File: config.mk
export PLATFORM = sky130hd
export DESIGN_NAME = or_quad_bist_seq
export DESIGN_NICKNAME = d
export VERILOG_FILES = /design/src/rtl/or_quad_bist_seq.sv
export SDC_FILE = /design/constraint.sdc
export NUM_CORES = 1
export LEC_CHECK = 0
export BUFFER_PORTS_ARGS = -buffer_cell sky130_fd_sc_hd__buf_4
export CORE_MARGIN = 4
export CORE_UTILIZATION = 50
export CTS_CLUSTER_DIAMETER = 80
export DETAILED_ROUTE_END_ITERATION = 10
export GPL_ROUTABILITY_DRIVEN = 0
export PLACE_DENSITY = 0.71
export SYNTH_ARGS = -nofsm -noshare
export SYNTH_HDL_FRONTEND = slang
export SYNTH_SLANG_ARGS = --single-unit
File: constraint.sdc
create_clock -name CLK -period 1.8 [get_ports CLK]
set_input_delay 0.36 -clock CLK [delete_from_list [all_inputs] [get_ports CLK]]
set_output_delay 0.36 -clock CLK [all_outputs]
set_load 0.05 [all_outputs]
File: src/rtl/or_quad_bist_seq.sv
// Self-test sequencer for a quad 2-input OR package: sweeps the truth table and flags failing lanes.
// Optional macro OR_BIST_ERRCNT_EN adds the ERR_COUNT output (saturating count of mismatching lane-checks).
module or_quad_bist_seq #(
  parameter int SETTLE_CYCLES = 2,
  parameter int ROUNDS        = 1
) (
  input  logic       CLK,
  input  logic       RST,
  input  logic       START,
  output logic [3:0] A,
  output logic [3:0] B,
  input  logic [3:0] Y,
  output logic       BUSY,
  output logic       DONE,
  output logic       PASS,
  output logic [3:0] FAIL_MASK,
  output logic       FIRST_FAIL_VALID,
  output logic [1:0] FIRST_FAIL_VEC
`ifdef OR_BIST_ERRCNT_EN
  ,
  output logic [7:0] ERR_COUNT
`endif
);

  localparam int SETTLE_N = (SETTLE_CYCLES < 1) ? 1 : SETTLE_CYCLES;
  localparam int ROUNDS_N = (ROUNDS < 1) ? 1 : ROUNDS;
  localparam logic [15:0] SETTLE_LAST = 16'(SETTLE_N - 1);
  localparam logic [15:0] ROUNDS_LAST = 16'(ROUNDS_N - 1);

  typedef enum logic [1:0] {IDLE, SETTLE, CHECK, FIN} state_t;

  state_t      state, state_nx;
  logic [1:0]  vec, vec_nx;
  logic [15:0] round_cnt, round_nx;
  logic [15:0] settle_cnt, settle_nx;
  logic [3:0]  a_nx, b_nx, mask_nx, mismatch;
  logic        busy_nx, done_nx, pass_nx, ffv_nx;
  logic [1:0]  ffvec_nx;
  logic [7:0]  err_q, err_nx;
  logic [8:0]  err_sum;

  // Lane i gets pattern (v+i) mod 4; pattern k drives A=~k[0], B=~k[1].
  function automatic logic [7:0] vec_ab(input logic [1:0] v);
    logic [3:0] a, b;
    logic [1:0] k;
    for (int i = 0; i < 4; i++) begin
      k    = v + 2'(i);
      a[i] = ~k[0];
      b[i] = ~k[1];
    end
    return {a, b};
  endfunction

  function automatic logic [8:0] popcount4(input logic [3:0] m);
    logic [8:0] c;
    c = 9'd0;
    for (int i = 0; i < 4; i++) c = c + {8'd0, m[i]};
    return c;
  endfunction

  // Case inequality so an X or Z on Y counts as a failed lane.
  always_comb begin
    mismatch = 4'b0000;
    for (int i = 0; i < 4; i++) mismatch[i] = (Y[i] !== (A[i] | B[i]));
  end

  always_ff @(posedge CLK or posedge RST) begin
    if (RST) begin
      state            <= IDLE;
      vec              <= 2'd0;
      round_cnt        <= 16'd0;
      settle_cnt       <= 16'd0;
      A                <= 4'b0000;
      B                <= 4'b0000;
      BUSY             <= 1'b0;
      DONE             <= 1'b0;
      PASS             <= 1'b0;
      FAIL_MASK        <= 4'b0000;
      FIRST_FAIL_VALID <= 1'b0;
      FIRST_FAIL_VEC   <= 2'd0;
      err_q            <= 8'd0;
    end else begin
      state            <= state_nx;
      vec              <= vec_nx;
      round_cnt        <= round_nx;
      settle_cnt       <= settle_nx;
      A                <= a_nx;
      B                <= b_nx;
      BUSY             <= busy_nx;
      DONE             <= done_nx;
      PASS             <= pass_nx;
      FAIL_MASK        <= mask_nx;
      FIRST_FAIL_VALID <= ffv_nx;
      FIRST_FAIL_VEC   <= ffvec_nx;
      err_q            <= err_nx;
    end
  end

  always_comb begin
    state_nx  = state;
    vec_nx    = vec;
    round_nx  = round_cnt;
    settle_nx = settle_cnt;
    a_nx      = A;
    b_nx      = B;
    busy_nx   = BUSY;
    done_nx   = DONE;
    pass_nx   = PASS;
    mask_nx   = FAIL_MASK;
    ffv_nx    = FIRST_FAIL_VALID;
    ffvec_nx  = FIRST_FAIL_VEC;
    err_nx    = err_q;
    err_sum   = {1'b0, err_q} + popcount4(mismatch);
    case (state)
      IDLE, FIN: begin
        if (START) begin
          state_nx     = SETTLE;
          vec_nx       = 2'd0;
          round_nx     = 16'd0;
          settle_nx    = 16'd0;
          {a_nx, b_nx} = vec_ab(2'd0);
          busy_nx      = 1'b1;
          done_nx      = 1'b0;
          pass_nx      = 1'b0;
          mask_nx      = 4'b0000;
          ffv_nx       = 1'b0;
          ffvec_nx     = 2'd0;
          err_nx       = 8'd0;
        end
      end
      SETTLE: begin
        if (settle_cnt == SETTLE_LAST) begin
          state_nx  = CHECK;
          settle_nx = 16'd0;
        end else begin
          settle_nx = settle_cnt + 16'd1;
        end
      end
      CHECK: begin
        mask_nx = FAIL_MASK | mismatch;
        err_nx  = err_sum[8] ? 8'hFF : err_sum[7:0];
        if ((mismatch != 4'b0000) && !FIRST_FAIL_VALID) begin
          ffv_nx   = 1'b1;
          ffvec_nx = vec;
        end
        if (vec != 2'd3) begin
          vec_nx       = vec + 2'd1;
          {a_nx, b_nx} = vec_ab(vec + 2'd1);
          state_nx     = SETTLE;
        end else if (round_cnt != ROUNDS_LAST) begin
          round_nx     = round_cnt + 16'd1;
          vec_nx       = 2'd0;
          {a_nx, b_nx} = vec_ab(2'd0);
          state_nx     = SETTLE;
        end else begin
          state_nx = FIN;
          busy_nx  = 1'b0;
          done_nx  = 1'b1;
          pass_nx  = (mask_nx == 4'b0000);
          a_nx     = 4'b0000;
          b_nx     = 4'b0000;
        end
      end
      default: state_nx = IDLE;
    endcase
  end

`ifdef OR_BIST_ERRCNT_EN
  assign ERR_COUNT = err_q;
`endif

endmodule
==> impl_metrics.json <==
{
  "clkPwrFrac_pct": 15.7,
  "pin_count": 25,
  "nets": 370,
  "drt-total-wl_microns": 6450,
  "dp_cells": 419,
  "relSlewSlack_pct": 65.8,
  "drc_errors": 0,
  "start_util_pct": 52.2,
  "cp.arrival_ps": 1950,
  "syn-num-nets": 324,
  "required_ps": 2040,
  "antenna_cells": 0,
  "pwr-share-seq_pct": 33.4,
  "hold_class": "input port to asynchronous set/reset pin",
  "syn_to_final_growth_pct": 19.0,
  "dieArea_sq_um": 7140,
  "drive_gt1_share_pct": 25.8,
  "swShare_pct": 44.5,
  "period_minus_slack_ps": 1710,
  "crit_family": "simple AND/OR/NAND/NOR gates",
  "fmaxAchievable_ghz": 0.585,
  "drt_iter0_drc": 117,
  "wire_per_inst_microns": 15.1,
  "grt_first_pass_wirelength_microns": 11100,
  "tns_ps": 0,
  "chipWidth_microns": 84.5,
  "grt_usage_pct": 19.0,
  "stdcell_area_sq_um": 3480,
  "switchingPower_w": 0.00197,
  "r2r-end": "settle_cnt[9]$_DFFE_PP0P_",
  "p_comb_share_pct": 50.9,
  "antenna_found_initial": 0,
  "grt_start_max_net_pins": 24,
  "rr_worst_depth": 6,
  "cts_tree": "built",
  "crit_chain": "inv_1 > ha_4 > mux2_4 > nand4_4 > or3_1 > a21oi_1",
  "placed_area_sq_um": 3330,
  "num_rows": 27,
  "synth_ff_type": "dfrtp_1",
  "cts_root_buffer": "clkbuf_8",
  "leakagePower_nw": 1.52,
  "finish.utilization_pct": 62.1,
  "syn_avg_cell_area_sq_um": 9.48,
  "final_antenna_net_count": 0,
  "path_depth": 6,
  "instances_no_fill": 428,
  "critPathMaxStageDelay_ps": 390,
  "worst_setup_path_end_kind": "flip-flop",
  "worst-r2r-setup-slack_ps": 90,
  "synth-async-reset-ratio_pct": 100,
  "worstSkewPairLatency_ps": 310,
  "r2r-start": "state[0]$_DFFE_PP0P_",
  "hold_viol": 0,
  "cpMaxStageDelayCell": "dfrtp_1",
  "startpoint_type": "flip-flop",
  "cts_made_buffers": 5,
  "synth_seq_cells": 52,
  "maxSlewViolCount": 0,
  "h-tree-depth": 2,
  "netlist_area_sq_um": 2930,
  "timing.critical_path.buf_inv": 1,
  "die_h_microns": 84.5,
  "worst_pin_slew_ps": 512,
  "synth_cell_types": 48,
  "ys_warn_count": 0,
  "coreArea_sq_um": 5610,
  "critPathKind": "flip-flop to flip-flop",
  "first_global_vias": 2304,
  "status": "finished, final reports clean",
  "vias": 2410,
  "clock_skew_ps": 7.97,
  "hold_ws_ps": 74.6,
  "cts_sinks": 52,
  "cap_violations": 0,
  "setup_violations": 0,
  "grt-ovfl-total": 0,
  "seq_area_frac_synth_pct": 44.4,
  "dr.pass1.iters": 4,
  "internal_power_w": 0.00245,
  "cts_hold_buf": 0,
  "period_share_pct": 95.0,
  "hpwl_microns": 4810,
  "syn_inst": 309,
  "clock_path_buffers": 2,
  "viasPerCell": 5.63,
  "max-vdd-ir-drop_mv": 1.12,
  "power.density_nw_per_um2": 1270,
  "io_buffers": 24,
  "synth_edf_count": 0,
  "crit_path_max_fanout": 8,
  "clk_pin_slew_ps": 100
}
==> cell type report <==
type / instances / area, sq um
fillers: 489 / 2120
multi-input cells: 235 / 1570
flip-flops and latches: 52 / 1300
repair buffers: 49 / 380
well taps: 72 / 90.1
clock buffers: 7 / 86.3
inverters: 12 / 45.0
clock inverters: 1 / 7.51
==> how the worst max path moves through the flow <==
stage | startpoint | end
after floorplan | state[0]$_DFFE_PP0P_ | round_cnt[9]$_DFFE_PP0P_
after global placement | state[1]$_DFFE_PP0P_ | vec[0]$_DFFE_PP0P_
after detailed placement | round_cnt[0]$_DFFE_PP0P_ | round_cnt[1]$_DFFE_PP0P_
after CTS | state[1]$_DFFE_PP0P_ | round_cnt[8]$_DFFE_PP0P_
after global routing | round_cnt[0]$_DFFE_PP0P_ | round_cnt[1]$_DFFE_PP0P_
final | state[0]$_DFFE_PP0P_ | settle_cnt[9]$_DFFE_PP0P_
==> synth_stat cells (4+ instances only) <==
| library cell | number | area (sq um) |
|---|---|---|
| nor4_1 | 4 | 25.0 |
| a21oi_1 | 21 | 105 |
| and4_1 | 5 | 43.8 |
| nor3_1 | 7 | 35.0 |
| inv_1 | 12 | 45.0 |
| xor2_1 | 5 | 43.8 |
| nand3_1 | 11 | 55.1 |
| nor3_2 | 5 | 50.1 |
| o21ai_0 | 16 | 80.1 |
| o21ai_1 | 4 | 20.0 |
| nor2_1 | 36 | 135 |
| nand2b_1 | 4 | 25.0 |
| ha_1 | 8 | 100 |
| a31oi_1 | 5 | 31.3 |
| xnor2_1 | 15 | 131 |
| dfrtp_1 | 52 | 1300 |
| or3_1 | 10 | 62.6 |
| nand4_1 | 9 | 56.3 |
| nand2_1 | 31 | 116 |
==> cell families after synthesis <==
kind of cell,after synthesis,share of synthesized area (%)
buffers and inverters,22,3.59
xor gates and xnor gates,20,5.98
and+or+nand+nor,142,28.2
AOI/OAI and AO/OA,62,12.8
DFF,52,44.4
muxes,3,1.54
adders and majority gates,8,3.42
==> placed cells by master (no fill, tap or decap), drive strengths merged, types with 3 or more instances in the layout <==
master	n
nand2b	4
ha	8
nor3b	3
nand3	13
a21oi	22
or3	12
mux2	3
dfrtp	52
buf	49
and2	3
o21ai	20
inv	12
and4	5
nor4	5
xnor2	15
nand4	12
xor2	5
nor2	36
nand2	31
a31oi	5
o211ai	3
clkbuf	7
nor3	12
==> metrics by stage <==
| stage | setup slack (ps) | power, W |
|---|---|---|
| global route | -8.14 | 0.00472 |
| detailed placement | -6.87 | 0.00368 |
| finish | 90.4 | 0.00442 |
| floorplan | -13.3 | 0.00297 |
| CTS | 11.5 | 0.00438 |
| global placement | 47.0 | 0.00365 |
==> layer usage <==
metal / share of wire, % / track usage [%] / up-vias
met5: 0 / 0 / -
met4: 1.0 / 4.75 / 0
met3: 3.1 / 3.53 / 7
met2: 48 / 30.8 / 35
met1: 48 / 26.3 / 1173
li1: - / - / 1195
==> worst reg2reg max path, stage by stage, from the launching register on <==
cell and delay [ps]:
dfrtp_1 390, inv_1 90, ha_4 220, mux2_4 240
nand4_4 170, or3_1 380, a21oi_1 150
==> flip-flops by register name (all words and copies together), names as in the netlist <==
signal / flops
round_cnt: 16
vec: 2
settle_cnt: 16
A: 2
FAIL_MASK: 4
state: 2
B: 4
FIRST_FAIL_VEC: 2
FIRST_FAIL_VALID: 1
PASS: 1
BUSY: 1
DONE: 1
==> timing repair <==
| item | 4_1_cts | 5_1_grt |
|---|---|---|
| resized for setup | 1 | 10 |
| setup endpoints to repair | 8 | 37 |
| endpoints found under the hold margin | 0 | 0 |
| pin swaps | 0 | 6 |
| cloned | 0 | 0 |
| buffers inserted | 0 | 1 |
==> power by group through the flow <==
stage / sequential (W) / combinational, W / clock, W
floorplan: 0.00181 / 0.00117 / 0
global placement: 0.00149 / 0.00217 / 0
detailed placement: 0.00149 / 0.00218 / 0
CTS: 0.00147 / 0.00219 / 0.000719
global route: 0.00150 / 0.00244 / 0.000776
finish: 0.00148 / 0.00225 / 0.000696
Note: power is estimated with default switching activity, not from simulation.
